`src/rtl/mem_port_arbiter.sv`:
```
// mem_port_arbiter: round-robin arbiter sharing one memory port among NUM_REQ requesters
//   clk, reset                  : clock, asynchronous active-high reset
//   req, we, addr, wdata        : per-requester request, write qualifier, packed address and write data
//   gnt, rvalid, rdata          : one-hot grant pulse, one-hot read-valid pulse, read data
//   mem_addr, mem_d, mem_we     : registered memory port command
//   mem_q                       : memory read data (one-cycle registered latency)
module mem_port_arbiter #(
    parameter int NUM_REQ = 4,
    parameter int MEM_SIZE = 1024,
    parameter int DATA_WIDTH = 16,
    localparam int AW = $clog2(MEM_SIZE)
) (
    input  logic                          clk,
    input  logic                          reset,
    input  logic [NUM_REQ-1:0]            req,
    input  logic [NUM_REQ-1:0]            we,
    input  logic [NUM_REQ*AW-1:0]         addr,
    input  logic [NUM_REQ*DATA_WIDTH-1:0] wdata,
    output logic [NUM_REQ-1:0]            gnt,
    output logic [NUM_REQ-1:0]            rvalid,
    output logic [DATA_WIDTH-1:0]         rdata,
    output logic [AW-1:0]                 mem_addr,
    output logic [DATA_WIDTH-1:0]         mem_d,
    output logic                          mem_we,
    input  logic [DATA_WIDTH-1:0]         mem_q
);
    localparam int PW = $clog2(NUM_REQ);

    logic [PW-1:0]         ptr_q, ptr_d, win;
    logic [NUM_REQ-1:0]    gnt_q, gnt_d, rvalid_q, rvalid_d, eligible;
    logic [AW-1:0]         addr_q, addr_d;
    logic [DATA_WIDTH-1:0] d_q, d_d;
    logic                  we_q, we_d, found;

    function automatic logic [PW-1:0] wrap(input int v);
        return PW'(v % NUM_REQ);
    endfunction

    always_comb begin
        // a requester holding gnt this cycle may still show req; masking it avoids a double grant
        eligible = req & ~gnt_q;
        found = 1'b0;
        win = '0;
        for (int i = 0; i < NUM_REQ; i++) begin
            if (!found && eligible[wrap(int'(ptr_q) + i)]) begin
                found = 1'b1;
                win = wrap(int'(ptr_q) + i);
            end
        end
        gnt_d = found ? NUM_REQ'(1) << win : '0;
        addr_d = found ? addr[int'(win)*AW +: AW] : addr_q;
        d_d = found ? wdata[int'(win)*DATA_WIDTH +: DATA_WIDTH] : d_q;
        we_d = found && we[win];
        ptr_d = found ? wrap(int'(win) + 1) : ptr_q;
        // read data returns one cycle after the command is on the port
        rvalid_d = gnt_q & {NUM_REQ{~we_q}};
    end

    always_ff @(posedge clk or posedge reset) begin
        if (reset) begin
            ptr_q <= '0;
            gnt_q <= '0;
            rvalid_q <= '0;
            addr_q <= '0;
            d_q <= '0;
            we_q <= 1'b0;
        end else begin
            ptr_q <= ptr_d;
            gnt_q <= gnt_d;
            rvalid_q <= rvalid_d;
            addr_q <= addr_d;
            d_q <= d_d;
            we_q <= we_d;
        end
    end

    assign gnt = gnt_q;
    assign rvalid = rvalid_q;
    assign rdata = mem_q;
    assign mem_addr = addr_q;
    assign mem_d = d_q;
    assign mem_we = we_q;
endmodule

```
`config.mk`:
```
export PLATFORM = sky130hd
export DESIGN_NAME = mem_port_arbiter
export DESIGN_NICKNAME = d
export VERILOG_FILES = /design/src/rtl/mem_port_arbiter.sv
export SDC_FILE = /design/constraint.sdc
export NUM_CORES = 1
export LEC_CHECK = 0
export CORE_ASPECT_RATIO = 1.1
export CORE_UTILIZATION = 38
export CTS_CLUSTER_DIAMETER = 120
export CTS_CLUSTER_SIZE = 14
export DETAILED_ROUTE_END_ITERATION = 10
export PLACE_DENSITY_LB_ADDON = 0.1
export SETUP_SLACK_MARGIN = 0.05
export SYNTH_ARGS = -nofsm -noshare
export SYNTH_HDL_FRONTEND = slang
export SYNTH_SLANG_ARGS = --single-unit
```
`constraint.sdc`:
```
create_clock -name clk -period 2.63 [get_ports clk]
set_clock_uncertainty 0.1 [all_clocks]
set_input_delay 0.3945 -clock clk [delete_from_list [all_inputs] [get_ports clk]]
set_output_delay 0.3945 -clock clk [all_outputs]
set_load 0.02 [all_outputs]
```
==> impl_metrics.yaml <==
final_layout:
  final_net_count: 584
  fin_util_pct: 63.2
  finish.instance_area_mm2: 0.00453
  fill_cells: 614
  diodes: 0
  drive_gt1_share_pct: 9.09
  stdcell_count: 536
  syn2layout_area_growth_pct: 57.1
yosys:
  ys_seq_area_share_pct: 32.1
  yosysTopAreaCellShare_pct: 32.1
  synth_edf_count: 0
  synth.area.mux_share_pct: 9.02
  synth_area_leaders: "dfrtp_1 32%, a211oi_1 20%, mux2i_1 9.0%"
  yosysMostFrequentCell: "a211oi_1"
  synthAdderAreaFrac_pct: 1.74
  synthCells: 315
  synth_ff_type: "dfrtp_1"
  synth_top_family_by_area: "compound AO/OA/AOI/OAI gates"
  synthTopCellsByCount: "76 x a211oi_1, 37 x dfrtp_1, 31 x and2_1, 29 x nor2_1, 27 x a21boi_0"
  synth_area_leader_cell: "dfrtp_1"
  ys_ff_latch: 37
  synthXorXnorAreaFrac_pct: 0
  ys_warn_count: 0
  synth_nets: 449
  postSynthAreaPerCell_um2: 9.16
  netlist_area_mm2: 0.00288
  synth-async-reset-ratio_pct: 100
  synth_compound_area_share_pct: 31.5
  synth_simple_gate_area_share_pct: 15.4
  synth_cell_types: 33
power_and_ir_drop:
  power.leakage_nw: 1.77
  powerDensity_mw_per_mm2: 1040
  vdd_ir_drop_max_mv: 0.474
  finalPower_w: 0.00469
place:
  hpwl_um: 7100
  port_buffers: 148
  placed_area_mm2: 0.00444
  dp.cells: 527
  routabilityCongestion: 0.826
route:
  top_layer: "met4"
  wl_um: 9740
  first_pass_iters: 4
  wl_met1_um: 4080
  drtIter0Drc: 117
  drc: 0
  viasPerCell: 5.53
  met2_length_um: 4910
  num_vias: 2966
  dr_wl_met3_um: 573
  routedWlPerCell_um: 18.2
  ant_nets: 0
setup_path:
  worstReg2RegStart: "gnt[0]"
  worst-setup-path-type: "in -> reg"
  worstPathCellList: "clkdlybuf4s50_1 -> nand2b_1 -> nor3_2 -> a211oi_1 -> a211oi_1"
  required_ns: 2.73
  cpMostUsedCell: "a211oi_1"
  cp-startpoint: "req[0]"
  critPathMaxFanout: 13
  cp-start-kind: "primary input"
  end_kind: "flop"
  cp_slowest_cell: "nor3_2"
  crit_path_max_incr_delay_ns: 0.92
  cp.arrival_ns: 2.46
timing:
  worst_pin_slew_ns: 1.07
  finalSetupViolCount: 0
  slew_headroom_pct: 28.1
  rsz0062_at_grt: "no"
  post-route-period-util_pct: 89.6
  min_period_ns: 2.36
  slew_viol_final: 0
  hold_viol: 0
  fmax_mhz: 424
  finalSetupTns_ns: 0
clocking:
  cts_sinks: 37
  path_clk_slew_ns: 0.08
  clock_path_buffers: 2
  cts_tree: "done"
  htree_levels: 2
  cts_inserted_buffers: 5
  clockRootBuffer: "clkbuf_8"
  clock_latency_ns: 0.29
  cts_resized: 0
  cts_post_setup_buffers_inserted: 0
floorplan:
  io_pins: 181
  start_util_pct: 40.2
  die_y_um: 93.4
  die_area_mm2: 0.00794
  core_area_mm2: 0.00717
  die_w_um: 85.1
  rows: 32
job:
  drv_cap: 0
grt:
  grt_use_total_pct: 24.5
  grt_max_degree: 28
  grt_pass1_vias: 3047
  grt_pass1_wl_um: 15100
  grt-ovfl-total: 0
  antenna_found_initial: 0
hold_path:
  hold_path_class: "in -> async"
status:
  outcome: "completed"
==> worst max-delay path, delay by kind of cell <==
kind                   cells  cell delay (ns)
AOI/OAI and AO/OA          2             0.47
buffers and inverters      1             0.50
and+or+nand+nor            2             1.10
==> sequential cells by signal, indices dropped and copies added (netlist names) <==
signal,count
mem_d,16
mem_addr,10
gnt,4
rvalid,4
ptr_q,2
mem_we,1
==> cells in the final DEF (no fill, tap or decap), types with 2 or more instances in the layout <==
cell / count
clkdlybuf4s50_1: 148
a211oi_1: 75
dfrtp_1: 37
and2_1: 31
nor2_1: 29
a21boi_0: 27
mux2i_1: 26
buf_4: 19
nand2_1: 6
nor2b_1: 5
clkbuf_8: 5
a211oi_2: 4
ha_1: 4
buf_12: 4
nand2b_1: 3
inv_1: 3
nor3_1: 2
clkinv_2: 2
==> per-stage QoR <==
step                      hold slack, ns  setup slack (ns)
final                              0.365             0.273
after global routing               0.415             0.214
after CTS                          0.386             0.215
after detailed placement           0.401           -0.0800
after global placement             0.388           -0.0189
after floorplan                    0.440             0.507
==> kinds of logic after synthesis <==
family / after synthesis
buf+inv: 49
flops: 37
mux: 26
compound gates: 116
fa+ha+maj: 4
simple gates: 83
==> cell type report <==
type / instances / area (µm²) / area share, %
clock inverters: 2 / 10.0 / 0.221
multi-input cells: 230 / 1690 / 37.4
inverters: 5 / 18.8 / 0.414
repair buffers: 171 / 1700 / 37.6
well taps: 85 / 106 / 2.35
clock buffers: 6 / 72.6 / 1.60
flip-flops and latches: 37 / 926 / 20.4
==> path summary, 6_finish.rpt <==
kind | to | slack (ns) | cells after the start
worst max-delay path | mem_d[0] | 0.27 | 5
worst min-delay path | rvalid[2] | 0.36 | 2
worst max register to register | mem_d[0] | 0.36 | 4
worst min register to register | rvalid[3] | 0.42 | 1
max in group asynchronous | mem_addr[8] | 1.49 | 3
min in group clk | rvalid[3] | 0.42 | 1
==> routing by layer <==
metal / global-route usage (%) / vias to the layer above
li1: - / 1418
met1: 29.4 / 1417
met2: 44.0 / 111
met3: 4.59 / 20
met4: 7.77 / 0
met5: 0 / -
==> repair_timing <==
item                                    in CTS  in global routing
endpoints found under the setup margin       0                  6
hold endpoints to repair                     0                  0
hold buffers                                 0                  0
==> power breakdown <==
| group | internal [W] | switching, W | leakage, nW | total (W) |
|---|---|---|---|---|
| sequential | 0.000861 | 0.000201 | 0.440 | 0.00106 |
| clock | 0.000184 | 0.000208 | 0.0450 | 0.000392 |
| combinational | 0.00155 | 0.00170 | 1.28 | 0.00324 |
No activity file was read; power rests on OpenSTA's default activity.
